### src/rtl/ks_sum_stage_if.sv
// Handshake and payload bundle for the Kogge-Stone final sum stage.
// The slave modport is the stage's view; master is the producer/consumer view.
interface ks_sum_stage_if #(
   parameter int unsigned WIDTH = 32,
   parameter int unsigned CNT_W = 16
);
   logic             in_valid;
   logic             in_ready;
   logic [WIDTH-1:0] p_in;
   logic [WIDTH-1:0] g_in;
   logic             cin_in;
   logic             out_valid;
   logic             out_ready;
   logic [WIDTH-1:0] sum;
   logic             cout;
   logic             ovf;
   logic             zero;
   logic [CNT_W-1:0] result_count;

   modport slave (
      input  in_valid, p_in, g_in, cin_in, out_ready,
      output in_ready, out_valid, sum, cout, ovf, zero, result_count
   );

   modport master (
      output in_valid, p_in, g_in, cin_in, out_ready,
      input  in_ready, out_valid, sum, cout, ovf, zero, result_count
   );
endinterface

### src/rtl/ks_sum_stage.sv
// Final Kogge-Stone stage: forms sum/cout/ovf/zero from propagates and resolved
// carries, and registers the result behind a 2-entry valid/ready skid buffer.
module ks_sum_stage #(
   parameter int unsigned WIDTH = 32,
   parameter int unsigned CNT_W = 16
) (
   input logic          clk,
   input logic          rst_n,
   ks_sum_stage_if.slave bus
);
   localparam int unsigned PW = WIDTH + 3;

   typedef enum logic [1:0] {
      StEmpty = 2'd0,
      StOne   = 2'd1,
      StFull  = 2'd2
   } state_e;

   state_e           state_q, state_d;
   logic [PW-1:0]    main_q, main_d;
   logic [PW-1:0]    skid_q, skid_d;
   logic [CNT_W-1:0] cnt_q, cnt_d;
   logic [WIDTH-1:0] sum_c;
   logic [PW-1:0]    payload;
   logic             accept;
   logic             pop;

   // Sum bit i uses the carry out of bit i-1; bit 0 uses the adder carry-in.
   assign sum_c   = bus.p_in ^ {bus.g_in[WIDTH-2:0], bus.cin_in};
   assign payload = {sum_c, bus.g_in[WIDTH-1], bus.g_in[WIDTH-1] ^ bus.g_in[WIDTH-2], ~|sum_c};

   // Handshake flags come straight from state, so no combinational ready path exists.
   assign bus.in_ready  = (state_q != StFull);
   assign bus.out_valid = (state_q != StEmpty);
   assign accept        = bus.in_valid & bus.in_ready;
   assign pop           = bus.out_valid & bus.out_ready;

   assign {bus.sum, bus.cout, bus.ovf, bus.zero} = main_q;
   assign bus.result_count = cnt_q;

   // Next-state and register-write selection for the skid buffer.
   always_comb begin
      state_d = state_q;
      main_d  = main_q;
      skid_d  = skid_q;
      unique case (state_q)
         StEmpty: begin
            if (accept) begin
               main_d  = payload;
               state_d = StOne;
            end
         end
         StOne: begin
            if (accept && !pop) begin
               skid_d  = payload;
               state_d = StFull;
            end else if (accept && pop) begin
               main_d = payload;
            end else if (pop) begin
               state_d = StEmpty;
            end
         end
         StFull: begin
            if (pop) begin
               main_d  = skid_q;
               state_d = StOne;
            end
         end
         default: state_d = StEmpty;
      endcase
   end

   // Popped-result counter, wraps naturally at 2^CNT_W.
   always_comb begin
      cnt_d = cnt_q;
      if (pop) begin
         cnt_d = cnt_q + CNT_W'(1);
      end
   end

   // State, payload and counter registers; reset discards any in-flight results.
   always_ff @(posedge clk or negedge rst_n) begin
      if (!rst_n) begin
         state_q <= StEmpty;
         main_q  <= '0;
         skid_q  <= '0;
         cnt_q   <= '0;
      end else begin
         state_q <= state_d;
         main_q  <= main_d;
         skid_q  <= skid_d;
         cnt_q   <= cnt_d;
      end
   end
endmodule
### src/flat_wrapper.sv
// flat-port wrapper written by rule: the top's interface ports become plain ports
module ks_sum_stage_flat 
#(
   parameter int unsigned WIDTH = 32,
   parameter int unsigned CNT_W = 16
)
  (clk, rst_n, bus_in_valid, bus_p_in, bus_g_in, bus_cin_in, bus_out_ready, bus_in_ready, bus_out_valid, bus_sum, bus_cout, bus_ovf, bus_zero, bus_result_count);
  ks_sum_stage_if #(.WIDTH(WIDTH), .CNT_W(CNT_W)) bus_i ();
  input logic clk;
  input logic rst_n;
  input wire logic [$bits(bus_i.in_valid)-1:0] bus_in_valid;
  input wire logic [$bits(bus_i.p_in)-1:0] bus_p_in;
  input wire logic [$bits(bus_i.g_in)-1:0] bus_g_in;
  input wire logic [$bits(bus_i.cin_in)-1:0] bus_cin_in;
  input wire logic [$bits(bus_i.out_ready)-1:0] bus_out_ready;
  output wire logic [$bits(bus_i.in_ready)-1:0] bus_in_ready;
  output wire logic [$bits(bus_i.out_valid)-1:0] bus_out_valid;
  output wire logic [$bits(bus_i.sum)-1:0] bus_sum;
  output wire logic [$bits(bus_i.cout)-1:0] bus_cout;
  output wire logic [$bits(bus_i.ovf)-1:0] bus_ovf;
  output wire logic [$bits(bus_i.zero)-1:0] bus_zero;
  output wire logic [$bits(bus_i.result_count)-1:0] bus_result_count;
  assign bus_i.in_valid = bus_in_valid;
  assign bus_i.p_in = bus_p_in;
  assign bus_i.g_in = bus_g_in;
  assign bus_i.cin_in = bus_cin_in;
  assign bus_i.out_ready = bus_out_ready;
  assign bus_in_ready = bus_i.in_ready;
  assign bus_out_valid = bus_i.out_valid;
  assign bus_sum = bus_i.sum;
  assign bus_cout = bus_i.cout;
  assign bus_ovf = bus_i.ovf;
  assign bus_zero = bus_i.zero;
  assign bus_result_count = bus_i.result_count;
  ks_sum_stage #(.WIDTH(WIDTH), .CNT_W(CNT_W)) u_core (.clk(clk), .rst_n(rst_n), .bus(bus_i));
endmodule
### config.mk
export PLATFORM = sky130hd
export DESIGN_NAME = ks_sum_stage_flat
export DESIGN_NICKNAME = d
export VERILOG_FILES = /design/src/rtl/ks_sum_stage_if.sv /design/src/rtl/ks_sum_stage.sv /design/src/flat_wrapper.sv
export SDC_FILE = /design/constraint.sdc
export NUM_CORES = 1
export LEC_CHECK = 0
export CORE_ASPECT_RATIO = 0.8
export CORE_MARGIN = 1
export CORE_UTILIZATION = 51
export DETAILED_ROUTE_END_ITERATION = 8
export PLACE_DENSITY = 0.92
export SLEW_MARGIN = 20
export SYNTH_ARGS = -nofsm -noshare
export SYNTH_HDL_FRONTEND = slang
export SYNTH_SLANG_ARGS = --single-unit
### constraint.sdc
create_clock -name clk -period 3.2 [get_ports clk]
set_input_delay 0.64 -clock clk [delete_from_list [all_inputs] [get_ports clk]]
set_output_delay 0.64 -clock clk [all_outputs]
set_load 0.02 [all_outputs]
==> flow_metrics.py <==
metrics = {
    "floorplanning": {
        "design.die.area_sq_um": 8180,
        "die_x_um": 101,
        "dieHeight_um": 81.1,
        "row_count": 28,
        "start_util_pct": 53.2,
        "core-area_sq_um": 7500,
        "io_pins": 122,
    },
    "cts": {
        "htreeDepth": 3,
        "holdBufCountCts": 0,
        "cts_tree": "done",
        "clock_tree.root_cell": "clkbuf_8",
        "cts_made_buffers": 9,
        "clk_path_buf_depth": 2,
        "cts_resized": 0,
        "insertion_delay_ps": 340,
        "cts_setup_buffers": 0,
        "cts.clk_slew.worst_paths_ps": 80,
        "clkSinkCount": 88,
    },
    "routing": {
        "vias_per_cell": 5.28,
        "met3_length_um": 577,
        "wirelength_mm": 9.20,
        "m1WireLength_mm": 3.97,
        "drc": 0,
        "top_layer_used": "met4",
        "route.vias.total": 3384,
        "dr.pass1.iters": 5,
        "wl_per_cell_um": 14.3,
        "drt-initial-drc-count": 197,
        "ant_nets": 0,
        "dr_wl_met2_mm": 4.53,
    },
    "timing": {
        "finalCriticalPeriod_ps": 2350,
        "relSlewSlack_pct": 47.4,
        "rsz0062_at_grt": "false",
        "setup_viol": 0,
        "worst_pin_slew_ps": 788,
        "tns_ps": 0,
        "clock-skew-final_ps": 6.90,
        "hold_viol": 0,
        "slew_viol_final": 0,
        "fmax_mhz": 426,
        "finalCritPeriodShare_pct": 73.4,
    },
    "min_path": {
        "hold_path_class": "in -> async",
    },
    "yosys": {
        "ys_top_cells_by_area": "dfrtp_1 (55%), xnor2_1 (9.9%), a21oi_1 (8.8%)",
        "yosysMostFrequentCell": "dfrtp_1",
        "yosysSeqAreaShare_pct": 55.2,
        "synth-edff-count": 0,
        "synth_common_cells": "dfrtp_1 (88), nor2_1 (71), a21oi_1 (70)",
        "yosys_warnings": 0,
        "synth_area_sq_um": 3990,
        "ys_ff_latch": 88,
        "syn_nets": 488,
        "syn_avg_cell_area_sq_um": 9.55,
        "synthArstFlopShare_pct": 100,
        "yosysTopAreaCell": "dfrtp_1",
        "synth_ff_type": "dfrtp_1",
        "synth_top_area_share_pct": 55.2,
        "synth.distinct_cells": 31,
        "syn_inst": 418,
    },
    "final_layout": {
        "post-route-util_pct": 72.8,
        "antenna_cells": 0,
        "nets": 601,
        "final_cell_area_sq_um": 5460,
        "syn2layout_area_growth_pct": 36.8,
        "drive_above_1_share_pct": 5.60,
    },
    "run_status": {
        "status": "complete, no violations",
    },
    "critical_path": {
        "cp_top_family": "buffers and inverters",
        "crit_chain": "nand2b_2 -> clkdlybuf4s50_1",
        "r2r_slack_ps": 1440,
        "critPathLaunchType": "flip-flop",
        "critical_path_arrival_ps": 1710,
        "cp_slowest_cell": "clkdlybuf4s50_1",
        "required_ps": 2560,
        "worstSetupPathType": "reg -> out",
        "cp_max_fo": 8,
        "endpoint_kind": "output pin",
        "crit_path_max_incr_delay_ps": 680,
        "cp_num_buf_inv": 1,
    },
    "place": {
        "place_area_sq_um": 5290,
        "io_buffers": 121,
        "gp_congestion": 0.796,
        "dpl.hpwl_mm": 6.70,
    },
    "grt": {
        "grt_pass1_vias": 3147,
        "grt_remaining_overflow": 0,
        "grt_start_max_net_pins": 89,
        "antenna_found_initial": 0,
        "grt_pass1_wl_mm": 14.8,
        "grt.total_usage_pct": 23.8,
    },
    "power": {
        "ir_worst_vdd_uv": 475,
        "powerDensity_nw_per_um2": 682,
        "p_leak_nw": 2.22,
    },
    "run": {
        "drv_cap": 0,
    },
}
## placed cells by master, fill, tap and decap left out, types with 2 or more instances in the layout
cell type / synthesis / routed
clkbuf_8: 0 / 10
buf_12: 0 / 2
and4_1: 2 / 2
xor2_1: 3 / 3
o21ai_1: 5 / 5
a21oi_1: 70 / 70
clkdlybuf4s50_1: 0 / 120
mux2_2: 2 / 2
o21ai_0: 29 / 29
and3_1: 2 / 2
dfrtp_1: 88 / 88
clkinv_2: 0 / 2
buf_4: 2 / 4
mux2i_1: 3 / 3
nand3_1: 6 / 6
xnor2_1: 45 / 45
nand4_1: 13 / 13
nand2_1: 40 / 40
nor2_1: 71 / 71
clkbuf_1: 4 / 3
## registers in the layout, indices dropped and copies added (netlist names)
signal	count
u_core.main_q	35
u_core.skid_q	35
u_core.bus.result_count	16
u_core.state_q	2
## path summary, 6_finish.rpt
path | from | endpoint | depth (start not counted)
worst max-delay path | u_core.state_q[0] | bus_in_ready | 2
worst min-delay path | rst_n | u_core.main_q[31] | 1
worst max register to register | u_core.state_q[1] | u_core.main_q[29] | 6
worst min register to register | u_core.bus.result_count[8] | u_core.bus.result_count[8] | 1
max in group asynchronous | rst_n | u_core.skid_q[14] | 1
min in group clk | u_core.bus.result_count[8] | u_core.bus.result_count[8] | 1
## metrics by stage
| stage | power (W) | std cells | worst slack [ps] | hold WS [ps] |
|---|---|---|---|---|
| 2_1_floorplan | 0.00241 | 418 | 1560 | 344 |
| 3_3_place_gp | 0.00300 | 625 | 820 | 477 |
| 3_5_place_dp | 0.00307 | 625 | 670 | 489 |
| 4_1_cts | 0.00374 | 641 | 827 | 499 |
| 5_1_grt | 0.00395 | 641 | 751 | 403 |
| 6_report | 0.00372 | 641 | 852 | 299 |
## worst register-to-register path: cells and delay by family (launching register included)
family | cells | cell delay, ps
compound gates | 3 | 730
flops | 1 | 450
simple gates | 2 | 250
buf+inv | 1 | 250
## power by group
| group | total (W) | switching [W] | internal, W |
|---|---|---|---|
| sequential | 0.00170 | 0.000239 | 0.00146 |
| combinational | 0.00135 | 0.000698 | 0.000653 |
| clock | 0.000665 | 0.000363 | 0.000302 |
| total | 0.00372 | 0.00130 | 0.00242 |
## cell families (layout without fill, tap and decap cells)
group                    after synthesis  after routing  share of synthesized area, %
buffers and inverters                 26            144                          3.23
AO/OA/AOI/OAI                        107            107                          13.6
multiplexers                           5              5                          1.32
XOR/XNOR                              48             48                          10.5
flip-flops                            88             88                          55.2
adder cells (fa/ha/maj)                1              1                         0.314
AND/OR/NAND/NOR                      143            143                          15.8
## area by class of cell
class | instances | area [sq um]
timing repair buffer | 127 | 1280
fill | 559 | 2040
multi-input combinational | 304 | 1670
clock buffer | 13 | 149
tap | 105 | 131
clock inverter | 3 | 17.5
sequential | 88 | 2200
inverter | 1 | 3.75
## metal layers
| metal | GRT usage [%] | vias up |
|---|---|---|
| met5 | 0 | - |
| met4 | 7.54 | 0 |
| met3 | 5.42 | 13 |
| met2 | 39.8 | 121 |
| met1 | 31.2 | 1613 |
| li1 | - | 1637 |
Note: power is estimated with default switching activity, not from simulation.
